===== src/rtl/rr_merge_pkg.sv =====
// Shared lane type and arbiter constants for the 2-to-1 round-robin merger.
package rr_merge_pkg;

  typedef logic lane_t;

  localparam lane_t LANE0    = 1'b0;
  localparam lane_t LANE1    = 1'b1;
  // Resetting last-grant to lane 1 makes lane 0 win the first tie.
  localparam lane_t LAST_RST = LANE1;

endpackage


===== src/rtl/rr_merge_2x1_sync_fifo.sv =====
// Single-clock FIFO with synchronous active-low reset; one instance buffers each merger lane.
module sync_fifo #(
  parameter int WIDTH = 8,
  parameter int DEPTH = 2
) (
  input  logic                     clk,
  input  logic                     rst_n,
  input  logic                     push,
  input  logic [WIDTH-1:0]         push_data,
  input  logic                     pop,
  output logic [WIDTH-1:0]         pop_data,
  output logic [$clog2(DEPTH):0]   count,
  output logic                     full,
  output logic                     empty
);

  localparam int AW = $clog2(DEPTH);
  localparam int CW = AW + 1;
  localparam logic [CW-1:0] FULL_CNT = CW'(DEPTH);

  logic [WIDTH-1:0] r_mem [DEPTH];
  logic [AW-1:0]    r_wr_ptr;
  logic [AW-1:0]    r_rd_ptr;
  logic [CW-1:0]    r_count;
  logic             w_push;
  logic             w_pop;

  // Pointers wrap naturally at DEPTH because DEPTH is a power of two.
  assign w_push   = push && (r_count != FULL_CNT);
  assign w_pop    = pop && (r_count != '0);
  assign pop_data = r_mem[r_rd_ptr];
  assign count    = r_count;
  assign full     = (r_count == FULL_CNT);
  assign empty    = (r_count == '0);

  always_ff @(posedge clk) begin
    if (w_push) begin
      r_mem[r_wr_ptr] <= push_data;
    end
  end

  always_ff @(posedge clk) begin
    if (!rst_n) begin
      r_wr_ptr <= '0;
      r_rd_ptr <= '0;
      r_count  <= '0;
    end else begin
      if (w_push) r_wr_ptr <= r_wr_ptr + 1'b1;
      if (w_pop)  r_rd_ptr <= r_rd_ptr + 1'b1;
      case ({w_push, w_pop})
        2'b10:   r_count <= r_count + 1'b1;
        2'b01:   r_count <= r_count - 1'b1;
        default: r_count <= r_count;
      endcase
    end
  end

endmodule


===== src/rtl/rr_merge_2x1.sv =====
// Round-robin 2-to-1 stream merger: per-lane FIFOs drained into a registered valid/ready output.
// Optional macro RR_MERGE_SRC_TAG_EN adds the out_src source-lane tag port.
module rr_merge_2x1
  import rr_merge_pkg::*;
#(
  parameter int WIDTH = 8,
  parameter int DEPTH = 2
) (
  input  logic             clk,
  input  logic             rst_n,
  input  logic             in0_valid,
  output logic             in0_ready,
  input  logic [WIDTH-1:0] in0_data,
  input  logic             in1_valid,
  output logic             in1_ready,
  input  logic [WIDTH-1:0] in1_data,
  output logic             out_valid,
  input  logic             out_ready,
  output logic [WIDTH-1:0] out_data
`ifdef RR_MERGE_SRC_TAG_EN
  ,
  output logic             out_src
`endif
);

  localparam int CW = $clog2(DEPTH) + 1;

  logic [WIDTH-1:0] w_head0, w_head1;
  logic [CW-1:0]    w_count0, w_count1;
  logic             w_full0, w_full1;
  logic             w_empty0, w_empty1;
  logic             w_free;
  logic             w_grant;
  lane_t            w_grant_lane;
  logic             w_pop0, w_pop1;

  logic             r_out_valid;
  logic [WIDTH-1:0] r_out_data;
  lane_t            r_last;

  sync_fifo #(.WIDTH(WIDTH), .DEPTH(DEPTH)) u_fifo0 (
    .clk       (clk),
    .rst_n     (rst_n),
    .push      (in0_valid),
    .push_data (in0_data),
    .pop       (w_pop0),
    .pop_data  (w_head0),
    .count     (w_count0),
    .full      (w_full0),
    .empty     (w_empty0)
  );

  sync_fifo #(.WIDTH(WIDTH), .DEPTH(DEPTH)) u_fifo1 (
    .clk       (clk),
    .rst_n     (rst_n),
    .push      (in1_valid),
    .push_data (in1_data),
    .pop       (w_pop1),
    .pop_data  (w_head1),
    .count     (w_count1),
    .full      (w_full1),
    .empty     (w_empty1)
  );

  // Ready depends on occupancy only; a pop in the same cycle does not open a slot early.
  assign in0_ready = (w_count0 != CW'(DEPTH));
  assign in1_ready = (w_count1 != CW'(DEPTH));

  assign w_free = !r_out_valid || out_ready;

  always_comb begin
    w_grant      = 1'b0;
    w_grant_lane = LANE0;
    if (w_free) begin
      if (!w_empty0 && !w_empty1) begin
        w_grant      = 1'b1;
        w_grant_lane = ~r_last;
      end else if (!w_empty0) begin
        w_grant      = 1'b1;
        w_grant_lane = LANE0;
      end else if (!w_empty1) begin
        w_grant      = 1'b1;
        w_grant_lane = LANE1;
      end
    end
  end

  assign w_pop0 = w_grant && (w_grant_lane == LANE0);
  assign w_pop1 = w_grant && (w_grant_lane == LANE1);

  always_ff @(posedge clk) begin
    if (!rst_n) begin
      r_out_valid <= 1'b0;
      r_out_data  <= '0;
      r_last      <= LAST_RST;
    end else if (w_free) begin
      r_out_valid <= w_grant;
      if (w_grant) begin
        r_out_data <= (w_grant_lane == LANE1) ? w_head1 : w_head0;
        r_last     <= w_grant_lane;
      end
    end
  end

`ifdef RR_MERGE_SRC_TAG_EN
  lane_t r_out_src;

  always_ff @(posedge clk) begin
    if (!rst_n) begin
      r_out_src <= LANE0;
    end else if (w_free && w_grant) begin
      r_out_src <= w_grant_lane;
    end
  end

  assign out_src = r_out_src;
`endif

  assign out_valid = r_out_valid;
  assign out_data  = r_out_data;

endmodule


===== config.mk =====
export PLATFORM = sky130hd
export DESIGN_NAME = rr_merge_2x1
export DESIGN_NICKNAME = d
export VERILOG_FILES = /design/src/rtl/rr_merge_pkg.sv /design/src/rtl/rr_merge_2x1_sync_fifo.sv /design/src/rtl/rr_merge_2x1.sv
export SDC_FILE = /design/constraint.sdc
export NUM_CORES = 1
export LEC_CHECK = 0
export CAP_MARGIN = 20
export CORE_ASPECT_RATIO = 1.25
export CORE_MARGIN = 1
export CORE_UTILIZATION = 47
export CTS_CLUSTER_SIZE = 12
export DETAILED_ROUTE_END_ITERATION = 10
export MAX_ROUTING_LAYER = met4
export PLACE_DENSITY = 0.74
export SYNTH_ARGS = -nofsm -noshare
export SYNTH_HDL_FRONTEND = slang
export SYNTH_SLANG_ARGS = --single-unit

===== constraint.sdc =====
create_clock -name clk -period 1.8 [get_ports clk]
set_clock_uncertainty 0.05 [all_clocks]
set_input_delay 0.36 -clock clk [delete_from_list [all_inputs] [get_ports clk]]
set_output_delay 0.36 -clock clk [all_outputs]
set_load 0.005 [all_outputs]

==> summary.txt, run 1 <==
Setup path
  – Path type of the worst setup path: reg2out
  – Highest-delay cell along the critical path: clkdlybuf4s50_1
  – Startpoint Class: register
  – Worst setup path startpoint: u_fifo0.count[0]
  – Signal arrival time at the worst endpoint: between 1000 and 1500 ps
  – Critical Path, Cell by Cell: nand2b_4 -> clkdlybuf4s50_1
  – Stage delay of the slowest cell on the critical path: a little under 500 ps
  – Critical path endpoint category: primary output
  – Critical Path RT: about 1400 ps
  – Peak fanout along the critical path: 6
  – Launch instance of the worst register-to-register path: u_fifo0.count[0]

Final layout
  – Final instance count without filler cells: approximately 240
  – Area of all placed cells without fillers: about 0.0026 sq mm
  – Number of nets in the layout: approximately 200
  – Final antenna diode count: 0
  – Final Core Density: a little over three fifths
  – Share of post-route cells with drive strength above 1: 15.38%
  – Fill cell instance count of the final layout: about 340
  – Area growth from synthesis to final layout: 25.50%

Placed design
  – Placed wire-length estimate: about 2700 microns
  – # placed instances: 230
  – Placed standard-cell area: about 0.0025 sq mm
  – I/O Buffers: 31
  – Final estimated routing congestion in global placement: roughly 0.77

Min path
  – Hold Path Origin: out_data[0]
  – Class of the worst hold path: reg2reg

Clock network
  – Post CTS Setup Buffer Count: 0
  – Clock-pin transition on the worst setup and hold timing paths: 90 ps
  – Number of buffers created by CTS: 5
  – CTS Root Buffer Type: clkbuf_8
  – Longest Clk Path Bufs: 2
  – Clock tree sinks: 52
  – CTS tree: done
  – Worst skew pair latency: 300 ps
  – Max H-tree Level: 2

Drt
  – Highest Signal Layer: met4
  – Vias per Instance: 5.055
  – Met2 WL post-DR: ~2000 microns
  – DRC errors left: 0
  – Length of the first detailed-routing pass in iterations: 4
  – Total detailed-routing wirelength: between 3000 and 4000 microns
  – Routed length on met3: approximately 120 microns
  – First-iteration detailed-routing DRC count: 19
  – Wire per inst: between 10 and 15 microns
  – Routed Antenna Nets: 0
  – Detailed-route wire length on metal 1: ~1400 microns
  – Overall via count from detail_route: between 1000 and 1500

Yosys
  – Area leader, netlist: edfxtp_1
  – Top cells by area, synth: edfxtp_1, dfxtp_1, mux2i_1
  – Synthesized netlist net count: between 150 and 200
  – Most frequent cells after synthesis: edfxtp_1, mux2i_1, dfxtp_1
  – Top-area cell type share of the netlist area: 46.63%
  – Count of flip-flops with a built-in enable after synthesis: 32
  – Prevailing post-synth register cell: edfxtp_1
  – Avg Synthesized Cell Area: between 10 and 15 sq um
  – Flops & latches, synth: 52
  – Cell Area, Synth: 0.002061 sq mm
  – Yosys warning total: 0
  – Post-Syn Instances: 138
  – Yosys cell types: 27
  – Leading cell type by number of instances after synthesis: edfxtp_1
  – Ys async rst share: 0%
  – Part of the Yosys area used for sequential elements: 66.06%

Timing
  – Post-route fraction of the period consumed by the critical path: slightly below 100%
  – Least-Margin Pin Slew: between 400 and 500 ps
  – Max Clock Freq: between 500 and 600 MHz
  – Final critical-path required period: approximately 1700 ps
  – Final setup viols: 0
  – Final-report max-slew violation count: 0
  – Worst rel slew slack: 68.52%
  – Final-report hold violation count: 0

Die
  – Starting density of the core: 49.88%
  – Vert. Die Dim: roughly 76 microns
  – Std cell rows: 26
  – Number of top-level pins: 32
  – Die Wd: a little over 60 microns
  – Overall die area: approximately 0.0047 sq mm
  – Core footprint: between 0.004 and 0.005 sq mm

Power and ir drop
  – Worst-case vdd ir drop: 0.8133 mV
  – Power Density: 1480 mW/mm^2
  – Static leakage power: around 0.97 nW

GRT
  – Vias in the first global route: between 1000 and 1500
  – Total GRT Usage: around 18%
  – Global-route wire length before repair: between 5000 and 6000 microns
  – Initial antenna violation count: 0
  – Largest net degree at the start of global routing: 16
  – Global route overflow: 0

Run
  – Max-cap violations: 0

Status
  – Result of the run: complete, no violations
-- cell usage in the layout, fill, tap and decap left out, drive strengths merged --
cell type / n
clkbuf: 6
dlygate4sd2: 1
nand2: 2
ha: 2
xnor2: 8
nor2: 4
nand2b: 3
and2: 9
inv: 2
mux2i: 24
and2b: 1
a21boi: 3
o211ai: 1
and3: 2
clkinvlp: 1
edfxtp: 32
clkinv: 1
nor2b: 1
nand3: 1
clkdlybuf4s50: 30
o221ai: 1
o21ai: 4
dfxtp: 20
a22o: 8
or3: 2
nor4: 1
buf: 12
-- area by class of cell --
cell class	count	area (sq um)	share of cell area, %
Clock buffer	6	72.57	2.806
Inverter	2	7.507	0.2903
Clock inverter	2	11.26	0.4354
Tap cell	56	70.07	2.709
Multi-Input combinational cell	77	658.1	25.45
Sequential cell	52	1368	52.88
Timing Repair Buffer	43	399.1	15.43
-- layer usage --
metal | global-route usage (%) | up-vias
li1 | - | 594
met2 | 30.11 | 28
met4 | 5.455 | 0
met5 | - | -
met3 | 4.584 | 4
met1 | 19.36 | 577
-- state kept, by name (all words and copies together), names as in the netlist, 2 cells and up, named ones only --
name,cells
u_fifo0.count,2
u_fifo0.r_mem,16
out_data,8
u_fifo1.r_mem,16
u_fifo1.count,2
-- where the power goes --
part           total (mW)  internal [mW]  switching, mW
clock               0.622          0.270          0.352
combinational        1.39          0.832          0.557
sequential           1.82           1.59          0.232
-- logic make-up after synthesis --
group | synth area share (%)
AOI/OAI and AO/OA | 6.497
xor gates and xnor gates | 3.400
adders and majority gates | 1.214
buffers and inverters | 3.036
DFF | 66.06
muxes | 11.66
and+or+nand+nor | 8.136
-- final timing paths --
kind / endpoint / slack (ps) / depth (start not counted)
max: in0_ready / 60 / 2
min: out_data[0] / 440 / 1
max reg2reg: u_fifo1.count[1] / 160 / 6
min reg2reg: out_data[0] / 440 / 1
-- stage by stage --
step                      setup WS, ps  hold WS [ps]  TNS (ps)  total power, mW
final                            61.09         436.5         0            3.829
after global routing            -1.456         458.4    -1.456            4.096
after CTS                        17.14         438.1         0            3.841
after detailed placement        -320.0         416.2     -1122            3.206
after global placement          -249.0         408.5    -789.1            3.107
after floorplan                  25.74         408.9         0            2.669
-- what timing repair did --
item                                    in CTS  in global routing
endpoints found under the setup margin       3                  3
resized for setup                            4                  5
hold buffers                                 0                  0
-- critical path, delay by kind of cell, from the launching register on --
| kind | cells | cell delay [ps] |
|---|---|---|
| buffers and inverters | 1 | 490 |
| flip-flops | 1 | 400 |
| AND/OR/NAND/NOR | 1 | 140 |
(Power assumes the default switching activity.)
==> run 2, diff against run 1 <==
- TNS_END_PERCENT: unset -> 30
==> results of run 2 <==
Same layout as run 1: the final DEF is identical, and so are final timing and power.
==> run 3, diff against run 2 <==
- ABC_AREA: unset -> 1
- CORE_UTILIZATION: 47 -> 48
- PLACE_DENSITY: 0.74 -> 0.75
==> summary.txt, run 3 <==
Timing
  – Worst rel slew slack: 69.43% (was 68.52%)
  – Post-route fraction of the period consumed by the critical path: 93.36% (was 96.61%)
  – Least-Margin Pin Slew: 458.5 ps (was 471.6 ps)
  – Final-report hold violation count: 0 (unchanged)
  – Max Clock Freq: 595.1 MHz (was 575.1 MHz)
  – Final-report max-slew violation count: 0 (unchanged)
  – Final setup viols: 0 (unchanged)
  – Final critical-path required period: 1680 ps (was 1739 ps)
  – Final-layout worst hold slack: 451.3 ps (was 436.5 ps)
  – Least setup slack across all paths after layout: 119.5 ps (was 61.09 ps)

Drt
  – Overall via count from detail_route: 1546 (was 1203)
  – Routed Antenna Nets: 0 (unchanged)
  – First-iteration detailed-routing DRC count: 65 (was 19)
  – DRC errors left: 0 (unchanged)
  – Length of the first detailed-routing pass in iterations: 4 (unchanged)
  – Wire per inst: 11.47 microns (was 15.00 microns)
  – Vias per Instance: 4.772 (was 5.055)
  – Total detailed-routing wirelength: 3715 microns (was 3569 microns)

Die
  – Vert. Die Dim: 77.51 microns (was 76.03 microns)
  – Number of top-level pins: 32 (unchanged)
  – Core footprint: 0.004392 sq mm (was 0.004131 sq mm)
  – Starting density of the core: 49.86% (was 49.88%)
  – Std cell rows: 27 (was 26)
  – Die Wd: 62.41 microns (was 61.23 microns)
  – Overall die area: 0.004837 sq mm (was 0.004655 sq mm)

Setup path
  – Highest-delay cell along the critical path: clkdlybuf4s50_1 (unchanged)
  – Path type of the worst setup path: in2reg (was reg2out)
  – Signal arrival time at the worst endpoint: 1830 ps (was 1330 ps)
  – Startpoint Class: input port (was register)
  – Stage delay of the slowest cell on the critical path: 490 ps (about the same)
  – Critical Path RT: 1950 ps (was 1390 ps)
  – Worst setup path startpoint: out_ready (was u_fifo0.count[0])
  – Launch instance of the worst register-to-register path: u_fifo0.count[0] (unchanged)
  – Critical Path, Cell by Cell: clkdlybuf4s50_1 -> inv_1 -> nand2_2 -> nand2_2 -> nor2_4 -> nor2_2 -> ha_2 -> inv_1 -> nand2_1 -> o21ai_1 -> nor2_1 (was nand2b_4 -> clkdlybuf4s50_1)
  – Peak fanout along the critical path: 4 (was 6)
  – Critical path endpoint category: register (was primary output)

Final layout
  – Fill cell instance count of the final layout: 369 (was 336)
  – Final Core Density: 61.85% (was 62.60%)
  – Area growth from synthesis to final layout: 24.06% (was 25.50%)
  – Number of nets in the layout: 288 (was 204)
  – Area of all placed cells without fillers: 0.002716 sq mm (was 0.002586 sq mm)
  – Final antenna diode count: 0 (unchanged)
  – Share of post-route cells with drive strength above 1: 16.54% (was 15.38%)
  – Commonest cells after routing, fill and taps aside: nand2_1, edfxtp_1, clkdlybuf4s50_1, inv_1, nor2_1 (was edfxtp_1, clkdlybuf4s50_1, mux2i_1, dfxtp_1, buf_4)
  – Leading cell type in the layout, fill and taps excluded: nand2_1 (was edfxtp_1)

Yosys
  – Parity-gate share of the synthesized area counting xor and xnor cells: 0.8000% (was 3.400%)
  – Count of flip-flops with a built-in enable after synthesis: 32 (unchanged)
  – Ys async rst share: 0% (unchanged)
  – Compound-Gate Fraction of Synth Area: 7.543% (was 6.497%)
  – Most frequent cells after synthesis: nand2_1, edfxtp_1, inv_1 (was edfxtp_1, mux2i_1, dfxtp_1)
  – Flops & latches, synth: 52 (unchanged)
  – Leading cell type by number of instances after synthesis: nand2_1 (was edfxtp_1)
  – Post-Syn Instances: 223 (was 138)
  – Top cells by area, synth: edfxtp_1, dfxtp_1, nand2_1 (was edfxtp_1, dfxtp_1, mux2i_1)
  – Yosys cell types: 25 (was 27)
  – Cell Area, Synth: 0.002190 sq mm (was 0.002061 sq mm)
  – Synthesized netlist net count: 246 (was 161)
  – Dominant combinational cell family by area after synthesis: simple AND/OR/NAND/NOR gates (was multiplexers)
  – Part of the Yosys area used for sequential elements: 62.17% (was 66.06%)
  – Top-area cell type share of the netlist area: 43.89% (was 46.63%)
  – Prevailing post-synth register cell: edfxtp_1 (unchanged)
  – Area leader, netlist: edfxtp_1 (unchanged)
  – Multiplexer fraction of the synthesized cell area: 0% (was 11.66%)
  – Yosys warning total: 0 (unchanged)
  – Simple-Gate Fraction of Synth Area: 21.77% (was 8.136%)
  – Avg Synthesized Cell Area: 9.819 sq um (was 14.93 sq um)
  – Adder and majority cell fraction of the synthesized area: 1.143% (was 1.214%)

Clock network
  – Clock-pin transition on the worst setup and hold timing paths: 90 ps (about the same)
  – Total of hold buffers inserted after clock tree synthesis: 0 (unchanged)
  – Longest Clk Path Bufs: 2 (unchanged)
  – Number of buffers created by CTS: 5 (unchanged)
  – CTS tree: done (unchanged)
  – Max H-tree Level: 2 (unchanged)
  – Worst skew pair latency: 300 ps (about the same)
  – CTS Root Buffer Type: clkbuf_8 (unchanged)
  – Post CTS Setup Buffer Count: 0 (unchanged)
  – Clock tree sinks: 52 (unchanged)

GRT
  – Vias in the first global route: 1458 (was 1248)
  – Global-route wire length before repair: 6251 microns (was 5720 microns)
  – Total GRT Usage: 17.57% (was 17.62%)
  – Initial antenna violation count: 0 (unchanged)
  – Largest net degree at the start of global routing: 18 (was 16)
  – Global route overflow: 0 (unchanged)

Power and ir drop
  – Static leakage power: 1.120 nW (was 0.9717 nW)
  – Power Density: 1635 mW/mm^2 (was 1480 mW/mm^2)
  – Worst-case vdd ir drop: 0.8792 mV (was 0.8133 mV)

Placed design
  – I/O Buffers: 31 (unchanged)
  – Worst setup slack before clock tree synthesis: -274.0 ps (was -320.0 ps)
  – Final estimated routing congestion in global placement: 0.8138 (was 0.7652)
  – Placed wire-length estimate: 2719 microns (was 2701 microns)
  – Placed standard-cell area: 0.002603 sq mm (was 0.002477 sq mm)

Min path
  – Class of the worst hold path: reg2reg (unchanged)
  – Hold Path Origin: u_fifo1.r_rd_ptr (was out_data[0])

Run
  – Max-cap violations: 0 (unchanged)

Status
  – Result of the run: complete, no violations (unchanged)
-- run 3: cell types whose count changed after synthesis, moves of 4 or more --
cell     previous run  this run
nand2_2             0         4
a21oi_1             0        11
xnor2_1             8         0
nand3_1             1        11
and2_1              8         0
mux2i_1            24         0
o21ai_0             4        13
nor2_2              1         6
nor2_1              3        22
nand2_1             2        51
inv_1               2        27
o21ai_1             0         4
a22o_1              8         0
-- run 3: logic make-up (layout without fill, tap and decap cells) --
kind of cell	Yosys count	in the layout
AND/OR/NAND/NOR	103	103
flip-flops	52	52
buffers and inverters	33	76
AO/OA/AOI/OAI	31	31
adder cells (fa/ha/maj)	2	2
XOR/XNOR	2	2
-- run 3: per-layer routing --
metal / vias up / GRT usage, % / wire [microns]
met5: - / - / 0
met4: 0 / 10.23 / 115
met3: 10 / 4.706 / 134
met2: 34 / 29.02 / 1910
met1: 692 / 18.89 / 1555
li1: 810 / - / -
-- run 3: worst paths after layout --
check / to / slack [ps] / depth (start not counted)
max reg2reg: u_fifo0.count[1] / 240 / 9
max: u_fifo0.count[1] / 120 / 11
min reg2reg: u_fifo1.r_rd_ptr / 450 / 2
min: u_fifo1.r_rd_ptr / 450 / 2
-- run 3: power by group --
group | internal, mW | switching [mW] | leakage (nW)
registers | 1.59 | 0.236 | 0.467
logic | 0.844 | 1.11 | 0.605
clock network | 0.277 | 0.378 | 0.0489
total | 2.71 | 1.73 | 1.12
-- run 3: area by class of cell --
class	count	area (sq um)	share of cell area, %
clock buffers	5	68.82	2.533
clock inverters	3	20.02	0.7370
inverters	29	113.9	4.192
multi-input cells	138	699.4	25.75
flip-flops and latches	52	1370	50.44
well taps	58	72.57	2.672
repair buffers	39	371.6	13.68
-- run 3: worst max-delay path, delay by kind of cell --
family          cells  cell delay [ps]
compound gates      1              120
fa+ha+maj           1              260
buf+inv             3              660
simple gates        6              430
-- run 3: stage by stage --
stage | power, mW | instances | TNS, ps
after detailed placement | 3.771 | 316 | -763.7
final | 4.440 | 324 | 0
after CTS | 4.431 | 324 | 0
after floorplan | 3.140 | 223 | 0
after global placement | 3.714 | 316 | -635.6
after global routing | 4.820 | 324 | -15.37
-- run 3: timing repair --
| action | in CTS | in global routing |
|---|---|---|
| gates cloned | 0 | 0 |
| pin swaps | 0 | 2 |
| endpoints found under the setup margin | 2 | 3 |
| endpoints found under the hold margin | 0 | 0 |
| resized for setup | 5 | 7 |
